### src/rtl/aes_keyram_pkg.sv
// aes_keyram_pkg: shared widths and write-FSM encoding
// for the multi-slot AES round-key RAM.
package aes_keyram_pkg;

  localparam int KEY_W      = 128;
  localparam int WR_W       = 64;
  localparam int AES128_NRK = 11;
  localparam int RND_W      = 4;

  typedef enum logic [1:0] {
    WR_IDLE = 2'd0,
    WR_HI   = 2'd1,
    WR_LO   = 2'd2
  } wr_state_e;

  function automatic int slot_w(input int n);
    return (n > 1) ? $clog2(n) : 1;
  endfunction

endpackage

### src/rtl/aes_keyram_bank.sv
// aes_keyram_bank: simple dual-port key storage,
// one write port and one registered read port.
module aes_keyram_bank #(
  parameter int DEPTH = 22,
  parameter int AW    = 5,
  parameter int DW    = 128
) (
  input  logic          clk,
  input  logic          we,
  input  logic [AW-1:0] waddr,
  input  logic [DW-1:0] wdata,
  input  logic          re,
  input  logic [AW-1:0] raddr,
  output logic [DW-1:0] rdata
);

  logic [DW-1:0] mem [DEPTH];

  // Plain write plus registered read, no reset,
  // so the array maps onto block RAM.
  always_ff @(posedge clk) begin
    if (we) mem[waddr] <= wdata;
    if (re) rdata <= mem[raddr];
  end

endmodule

### src/rtl/aes_keyram_nkey.sv
// aes_keyram_nkey: NUM_SLOTS round-key sets loaded 64 bits
// at a time. Optional macro: AES_KEYRAM_WR_TIMEOUT_EN.
module aes_keyram_nkey
  import aes_keyram_pkg::*;
#(
  parameter int NUM_SLOTS = 2,
  parameter int NUM_RK    = AES128_NRK,
  parameter int TIMEOUT   = 255,
  localparam int SLOT_W   = slot_w(NUM_SLOTS)
) (
  input  logic                 clk,
  input  logic                 kill,
  input  logic                 en_wr,
  input  logic [WR_W-1:0]      key_round_wr,
  input  logic [SLOT_W-1:0]    wr_slot,
  input  logic                 rd_en,
  input  logic [SLOT_W-1:0]    rd_slot,
  input  logic [RND_W-1:0]     rd_round,
  output logic [KEY_W-1:0]     key_round_rd,
  output logic                 rd_valid,
  output logic [NUM_SLOTS-1:0] key_ready,
  output logic                 wr_idle,
  output logic                 wr_err_irq_pulse,
  output logic                 rd_err_irq_pulse
);

  localparam int DEPTH  = NUM_SLOTS * NUM_RK;
  localparam int AW     = (DEPTH > 1) ? $clog2(DEPTH) : 1;
  localparam int SLOT_N = 2 ** SLOT_W;

  // Legal-index maps: a bit per encodable slot/round.
  localparam logic [SLOT_N-1:0] SLOT_MAP =
    SLOT_N'((1 << NUM_SLOTS) - 1);
  localparam logic [15:0] RK_MAP =
    16'((1 << NUM_RK) - 1);
  localparam logic [RND_W-1:0] LAST_RND =
    RND_W'(NUM_RK - 1);

  wr_state_e         state_q;
  wr_state_e         state_d;
  logic [SLOT_W-1:0] slot_q;
  logic [RND_W-1:0]  rnd_q;
  logic [WR_W-1:0]   hi_q;

  logic start;
  logic hi_ld;
  logic bank_we;
  logic done;
  logic wr_err;
  logic timeout;
  logic last_rnd;
  logic wr_slot_ok;

  logic [SLOT_N-1:0] ready_ext;
  logic [SLOT_N-1:0] ready_nx;

  logic              rd_ok;
  logic [AW-1:0]     rd_addr;
  logic [AW-1:0]     wr_addr;
  logic [KEY_W-1:0]  bank_rdata;
  logic              zero_q;

  assign ready_ext  = SLOT_N'(key_ready);
  assign wr_slot_ok = SLOT_MAP[wr_slot];
  assign last_rnd   = (rnd_q == LAST_RND);
  assign wr_idle    = (state_q == WR_IDLE);

`ifdef AES_KEYRAM_WR_TIMEOUT_EN
  localparam int TO_W = $clog2(TIMEOUT + 1) + 1;

  logic [TO_W-1:0] idle_cnt_q;

  assign timeout = (state_q != WR_IDLE) && !en_wr &&
                   (idle_cnt_q == TO_W'(TIMEOUT));

  // Count consecutive idle cycles inside a set.
  always_ff @(posedge clk) begin
    if (kill || wr_idle || en_wr || timeout)
      idle_cnt_q <= '0;
    else
      idle_cnt_q <= idle_cnt_q + 1'b1;
  end
`else
  // No watchdog: the FSM waits for the next word forever.
  assign timeout = (TIMEOUT < 0);
`endif

  // Write FSM state register.
  always_ff @(posedge clk) begin
    if (kill) state_q <= WR_IDLE;
    else      state_q <= state_d;
  end

  // Write FSM next state; no en_wr means hold.
  always_comb begin
    state_d = state_q;
    unique case (state_q)
      WR_IDLE:
        if (en_wr && wr_slot_ok) state_d = WR_LO;
      WR_HI:
        if (en_wr)        state_d = WR_LO;
        else if (timeout) state_d = WR_IDLE;
      WR_LO:
        if (en_wr)        state_d = last_rnd ? WR_IDLE : WR_HI;
        else if (timeout) state_d = WR_IDLE;
      default:
        state_d = WR_IDLE;
    endcase
  end

  // Write FSM per-state actions.
  always_comb begin
    start   = 1'b0;
    hi_ld   = 1'b0;
    bank_we = 1'b0;
    done    = 1'b0;
    wr_err  = 1'b0;
    unique case (state_q)
      WR_IDLE: begin
        start  = en_wr & wr_slot_ok;
        wr_err = en_wr & ~wr_slot_ok;
      end
      WR_HI: begin
        hi_ld  = en_wr;
        wr_err = timeout;
      end
      WR_LO: begin
        bank_we = en_wr;
        done    = en_wr & last_rnd;
        wr_err  = timeout;
      end
      default: ;
    endcase
  end

  // Slot flags: cleared when a set starts, set when it lands.
  always_comb begin
    ready_nx = ready_ext;
    if (start) ready_nx[wr_slot] = 1'b0;
    if (done)  ready_nx[slot_q]  = 1'b1;
  end

  // Control registers for the write side.
  always_ff @(posedge clk) begin
    if (kill) begin
      key_ready        <= '0;
      wr_err_irq_pulse <= 1'b0;
    end else begin
      key_ready        <= ready_nx[NUM_SLOTS-1:0];
      wr_err_irq_pulse <= wr_err;
    end
  end

  // Set datapath: captured slot, round index, pending HI half.
  always_ff @(posedge clk) begin
    if (start) begin
      slot_q <= wr_slot;
      rnd_q  <= '0;
      hi_q   <= key_round_wr;
    end
    if (hi_ld) hi_q <= key_round_wr;
    if (bank_we && !last_rnd) rnd_q <= rnd_q + 1'b1;
  end

  assign wr_addr = AW'(slot_q) * AW'(NUM_RK) + AW'(rnd_q);

  assign rd_ok = SLOT_MAP[rd_slot] & RK_MAP[rd_round] &
                 ready_ext[rd_slot];
  assign rd_addr = rd_ok ?
    AW'(rd_slot) * AW'(NUM_RK) + AW'(rd_round) : '0;

  aes_keyram_bank #(
    .DEPTH (DEPTH),
    .AW    (AW),
    .DW    (KEY_W)
  ) u_bank (
    .clk   (clk),
    .we    (bank_we & ~kill),
    .waddr (wr_addr),
    .wdata ({hi_q, key_round_wr}),
    .re    (rd_en & rd_ok),
    .raddr (rd_addr),
    .rdata (bank_rdata)
  );

  // Read status; zero_q masks RAM data after errors and reset.
  always_ff @(posedge clk) begin
    if (kill) begin
      rd_valid         <= 1'b0;
      rd_err_irq_pulse <= 1'b0;
      zero_q           <= 1'b1;
    end else begin
      rd_valid         <= rd_en;
      rd_err_irq_pulse <= rd_en & ~rd_ok;
      if (rd_en) zero_q <= ~rd_ok;
    end
  end

  assign key_round_rd = zero_q ? '0 : bank_rdata;

endmodule
### config.mk
export PLATFORM = sky130hd
export DESIGN_NAME = aes_keyram_nkey
export DESIGN_NICKNAME = d
export VERILOG_FILES = /design/src/rtl/aes_keyram_pkg.sv /design/src/rtl/aes_keyram_bank.sv /design/src/rtl/aes_keyram_nkey.sv
export SDC_FILE = /design/constraint.sdc
export NUM_CORES = 2
export LEC_CHECK = 0
export BUFFER_PORTS_ARGS = -buffer_cell sky130_fd_sc_hd__buf_2
export CAP_MARGIN = 20
export CORE_ASPECT_RATIO = 1.5
export CORE_UTILIZATION = 35
export DETAILED_ROUTE_END_ITERATION = 8
export SETUP_SLACK_MARGIN = 0.4
export SYNTH_ARGS = -nofsm -noshare
export SYNTH_HDL_FRONTEND = slang
export SYNTH_HIERARCHICAL = 1
export SYNTH_SLANG_ARGS = --single-unit
### constraint.sdc
create_clock -name clk -period 19.7 [get_ports clk]
set_input_delay 3.94 -clock clk [delete_from_list [all_inputs] [get_ports clk]]
set_output_delay 3.94 -clock clk [all_outputs]
set_load 0.05 [all_outputs]
==> impl_metrics.xml <==
<?xml version="1.0" encoding="UTF-8"?>
<metrics>
  <group name="run_status">
    <metric name="run_status" unit="">complete, no violations</metric>
  </group>
  <group name="job">
    <metric name="drv_cap" unit="">0</metric>
  </group>
  <group name="floorplanning">
    <metric name="core_region_area" unit="mm2">0.3216</metric>
    <metric name="fp-row-count" unit="">255</metric>
    <metric name="die_width" unit="um">466.4</metric>
    <metric name="initial_util" unit="%">35.21</metric>
    <metric name="die_area" unit="mm2">0.3259</metric>
    <metric name="die_h" unit="um">698.6</metric>
    <metric name="ioPinCount" unit="">208</metric>
  </group>
  <group name="detailed_routing">
    <metric name="antenna_left" unit="">0</metric>
    <metric name="route.detailed.drc" unit="">0</metric>
    <metric name="via_per_inst" unit="">5.499</metric>
    <metric name="drt_pass1_iterations" unit="">7</metric>
    <metric name="wl_per_cell" unit="um">31.15</metric>
    <metric name="detail_route.wirelength" unit="mm">304.7</metric>
    <metric name="dr_total_vias" unit="">53784</metric>
    <metric name="detailedRoute.firstIterationViolations" unit="">5761</metric>
  </group>
  <group name="setup_path">
    <metric name="cp-end-kind" unit="">flop</metric>
    <metric name="cp_data_arrival_time" unit="ps">9410</metric>
    <metric name="worstSetupStartpointType" unit="">input pin</metric>
    <metric name="cp_cell_sequence" unit="">buf_2, a21o_1, a21o_1, nor2_4, buf_12, buf_4, buf_4, buf_4, mux4_2, o21ai_0, a211oi_1</metric>
    <metric name="largest_driver_fanout_on_the_critical_path" unit="">103</metric>
    <metric name="largest_stage_delay_on_the_critical_path" unit="ps">870</metric>
    <metric name="critical_path_required" unit="ps">20280</metric>
    <metric name="cp_slowest_cell" unit="">sky130_fd_sc_hd__buf_4</metric>
    <metric name="ff2ff_setup_slack" unit="ps">13660</metric>
    <metric name="timing_worst_setup_path_type" unit="">in -&gt; reg</metric>
    <metric name="critical-path-top-cell-by-count" unit="">sky130_fd_sc_hd__buf_4</metric>
  </group>
  <group name="timing">
    <metric name="fmaxAchievable" unit="GHz">0.1132</metric>
    <metric name="timing.slew.headroom" unit="%">22.27</metric>
    <metric name="finalCritPeriodShare" unit="%">44.85</metric>
    <metric name="rsz_0062_raised_after_global_routing" unit="">false</metric>
    <metric name="worstMarginPinSlew" unit="ps">1166</metric>
    <metric name="report.final.hold_viol_count" unit="">0</metric>
    <metric name="fin_ws" unit="ps">10860</metric>
    <metric name="finalSetupViolCount" unit="">0</metric>
    <metric name="timing.setup.tns" unit="ps">0</metric>
    <metric name="timing.final.max_slew_violations" unit="">0</metric>
    <metric name="period_minus_slack" unit="ps">8836</metric>
    <metric name="timing.clock.skew" unit="ps">72.66</metric>
  </group>
  <group name="worst_hold_path">
    <metric name="min_path_type" unit="">reg -&gt; reg</metric>
  </group>
  <group name="global_routing">
    <metric name="vias_in_the_first_global_route" unit="">55310</metric>
    <metric name="grt_start_max_net_pins" unit="">158</metric>
    <metric name="antenna_found_initial" unit="">45</metric>
    <metric name="overflow" unit="">0</metric>
    <metric name="wire_length_of_the_first_global_routing_pass" unit="mm">428.1</metric>
    <metric name="grt_usage" unit="%">18.48</metric>
  </group>
  <group name="clocking">
    <metric name="cts_root_buffer" unit="">sky130_fd_sc_hd__clkbuf_16</metric>
    <metric name="clock_path_buffers" unit="">4</metric>
    <metric name="clock_sinks" unit="">3020</metric>
    <metric name="cts_hold_buf" unit="">0</metric>
    <metric name="post_cts_resize_count" unit="">0</metric>
    <metric name="clkSlewWorstSetupHoldPaths" unit="ps">70</metric>
    <metric name="cts_buffers" unit="">272</metric>
    <metric name="post-cts-setup-buffers" unit="">0</metric>
    <metric name="cts-htree-levels" unit="">5</metric>
    <metric name="clkLatencyLatePin" unit="ps">880</metric>
    <metric name="cts_tree" unit="">done</metric>
  </group>
  <group name="logic_synthesis">
    <metric name="synth_top_cells_by_area" unit="">sky130_fd_sc_hd__edfxtp_1 80%, sky130_fd_sc_hd__mux4_2 12%, sky130_fd_sc_hd__mux2i_1 1.6%</metric>
    <metric name="synthesized_area_fraction_occupied_by_ao_oa_aoi_and_oai_cells" unit="%">3.093</metric>
    <metric name="synth_top_family_by_area" unit="">multiplexers</metric>
    <metric name="synthSimpleGateAreaFrac" unit="%">1.538</metric>
    <metric name="netlist.top_cell.by_area" unit="">sky130_fd_sc_hd__edfxtp_1</metric>
    <metric name="postSynth.asyncResetShare" unit="%">0</metric>
    <metric name="post_synth_inst_count" unit="">5026</metric>
    <metric name="synth.mux.area_fraction" unit="%">13.81</metric>
    <metric name="synth.distinct_cells" unit="">52</metric>
    <metric name="yosys.area_share.xor_xnor" unit="%">0.03867</metric>
    <metric name="synthFlopType" unit="">sky130_fd_sc_hd__edfxtp_1</metric>
    <metric name="edff_count_synth" unit="">3013</metric>
    <metric name="synthMostInstantiatedCell" unit="">sky130_fd_sc_hd__edfxtp_1</metric>
    <metric name="synth.yosys.seq_area_share" unit="%">80.02</metric>
    <metric name="synth_largest_type_area_fraction" unit="%">79.90</metric>
    <metric name="synth_adder_area_share" unit="%">0.1238</metric>
    <metric name="yosys_register_bits" unit="">3020</metric>
    <metric name="synth_fp_nets" unit="">5110</metric>
    <metric name="synthesis.area_per_instance" unit="um2">22.53</metric>
    <metric name="synth_warnings" unit="">6</metric>
    <metric name="netlist_area" unit="mm2">0.1132</metric>
    <metric name="commonest_cells_in_the_synthesized_netlist" unit="">3013 x sky130_fd_sc_hd__edfxtp_1, 610 x sky130_fd_sc_hd__mux4_2, 241 x sky130_fd_sc_hd__o22ai_1</metric>
  </group>
  <group name="cells_and_area">
    <metric name="fillerInstances" unit="">28254</metric>
    <metric name="layout.nets" unit="">5427</metric>
    <metric name="final_core_utilization" unit="%">39.75</metric>
    <metric name="ff_latch_area" unit="mm2">0.09062</metric>
    <metric name="area_growth_syn_to_layout" unit="%">12.89</metric>
    <metric name="multiInputGateArea" unit="mm2">0.02133</metric>
    <metric name="ratio_of_cells_with_drive_above_1_in_the_final_layout" unit="%">24.13</metric>
  </group>
  <group name="power_and_ir_drop">
    <metric name="p_leak" unit="nW">37.78</metric>
    <metric name="vdd.ir_drop.worst" unit="uV">64.73</metric>
    <metric name="cellPowerDensity" unit="mW/mm2">97.46</metric>
  </group>
  <group name="place">
    <metric name="post_place_setup_slack" unit="ps">9880</metric>
    <metric name="globalplace.congestion" unit="">0.7374</metric>
    <metric name="post-dp-hpwl" unit="mm">158.2</metric>
    <metric name="io_buffer_count" unit="">206</metric>
  </group>
</metrics>
path summary, 6_finish.rpt:
| kind | start | endpoint | cells past startpoint |
|---|---|---|---|
| hold / removal | state_q[0]$_SDFFE_PP0P_ | state_q[0]$_SDFFE_PP0P_ | 3 |
| setup reg to reg | key_ready[0]$_SDFF_PP0_ | u_bank/rdata[5]$_DFFE_PP_ | 10 |
| hold reg to reg | state_q[0]$_SDFFE_PP0P_ | state_q[0]$_SDFFE_PP0P_ | 3 |
| setup / recovery | rd_round[2] | u_bank/rdata[5]$_DFFE_PP_ | 11 |
critical path: cells and delay by family:
family | cells | cell delay (ps)
compound gates | 4 | 930
buf+inv | 5 | 3040
mux | 1 | 590
simple gates | 1 | 430
kinds of logic (layout without fill, tap and decap cells):
group	after synthesis	in the layout
adders and majority gates	10	10
xor gates and xnor gates	5	5
DFF	3020	3020
buffers and inverters	294	792
AOI/OAI and AO/OA	550	550
and+or+nand+nor	347	347
muxes	799	799
other	1	18
metal layers:
| layer | routed length [um] | global-route usage [%] |
|---|---|---|
| met4 | 8494 | 5.198 |
| met1 | 117500 | 23.35 |
| met2 | 161000 | 33.12 |
| met5 | 117 | 0 |
| met3 | 17580 | 2.227 |
where the power goes:
group          switching [mW]  internal (mW)
registers              0.0530           7.10
logic                   0.110         0.0239
clock network            2.29           2.88
layout by cell type (no fill, tap or decap), types with 9 or more instances in the layout:
cell	netlist	routed
sky130_fd_sc_hd__bufinv_16	0	22
sky130_fd_sc_hd__inv_1	15	15
sky130_fd_sc_hd__buf_12	0	18
sky130_fd_sc_hd__o22ai_1	241	241
sky130_fd_sc_hd__o21ai_0	115	115
sky130_fd_sc_hd__nor2_4	0	26
sky130_fd_sc_hd__clkbuf_1	98	51
sky130_fd_sc_hd__a21oi_1	10	9
sky130_fd_sc_hd__diode_2	0	17
sky130_fd_sc_hd__mux4_2	610	610
sky130_fd_sc_hd__nor2_1	38	12
sky130_fd_sc_hd__a22oi_1	21	21
sky130_fd_sc_hd__o211ai_1	22	22
sky130_fd_sc_hd__clkbuf_16	0	279
sky130_fd_sc_hd__buf_2	96	207
sky130_fd_sc_hd__buf_4	39	95
sky130_fd_sc_hd__a211oi_1	114	112
sky130_fd_sc_hd__nand2_1	146	144
sky130_fd_sc_hd__mux2i_1	181	181
sky130_fd_sc_hd__nor2b_1	129	128
sky130_fd_sc_hd__clkinv_2	1	37
sky130_fd_sc_hd__edfxtp_1	3013	3013
sky130_fd_sc_hd__clkinv_1	1	51
through the flow:
stage               hold slack (ps)  power (mW)  cell area [um2]  std cells
floorplan                     547.4       7.310           113200       5026
global placement              591.1       7.417           119400       9306
detailed placement            595.0       7.428           119400       9307
CTS                           609.3       12.55           127800       9762
global route                  639.6       12.77           127800       9767
finish                        615.0       12.46           127800       9781
registers in the layout, indices dropped and copies added, names as in the netlist:
name and flops:
u_bank/mem 2816, rd_err_irq_pulse 1, zero_q 1, u_bank/rdata 128
key_ready 2, rnd_q 4, slot_q 1, state_q 2
rd_valid 1, hi_q 64
cell type report:
class                   instances  share of cell area (%)
diodes                         17                 0.03328
flip-flops and latches       3020                   70.89
clock buffers                 330                   5.611
inverters                      17                 0.05090
well taps                    4240                   4.150
clock inverters               125                  0.9298
repair buffers                320                   1.650
multi-input cells            1712                   16.68
Power figures use the tool's default switching activity.
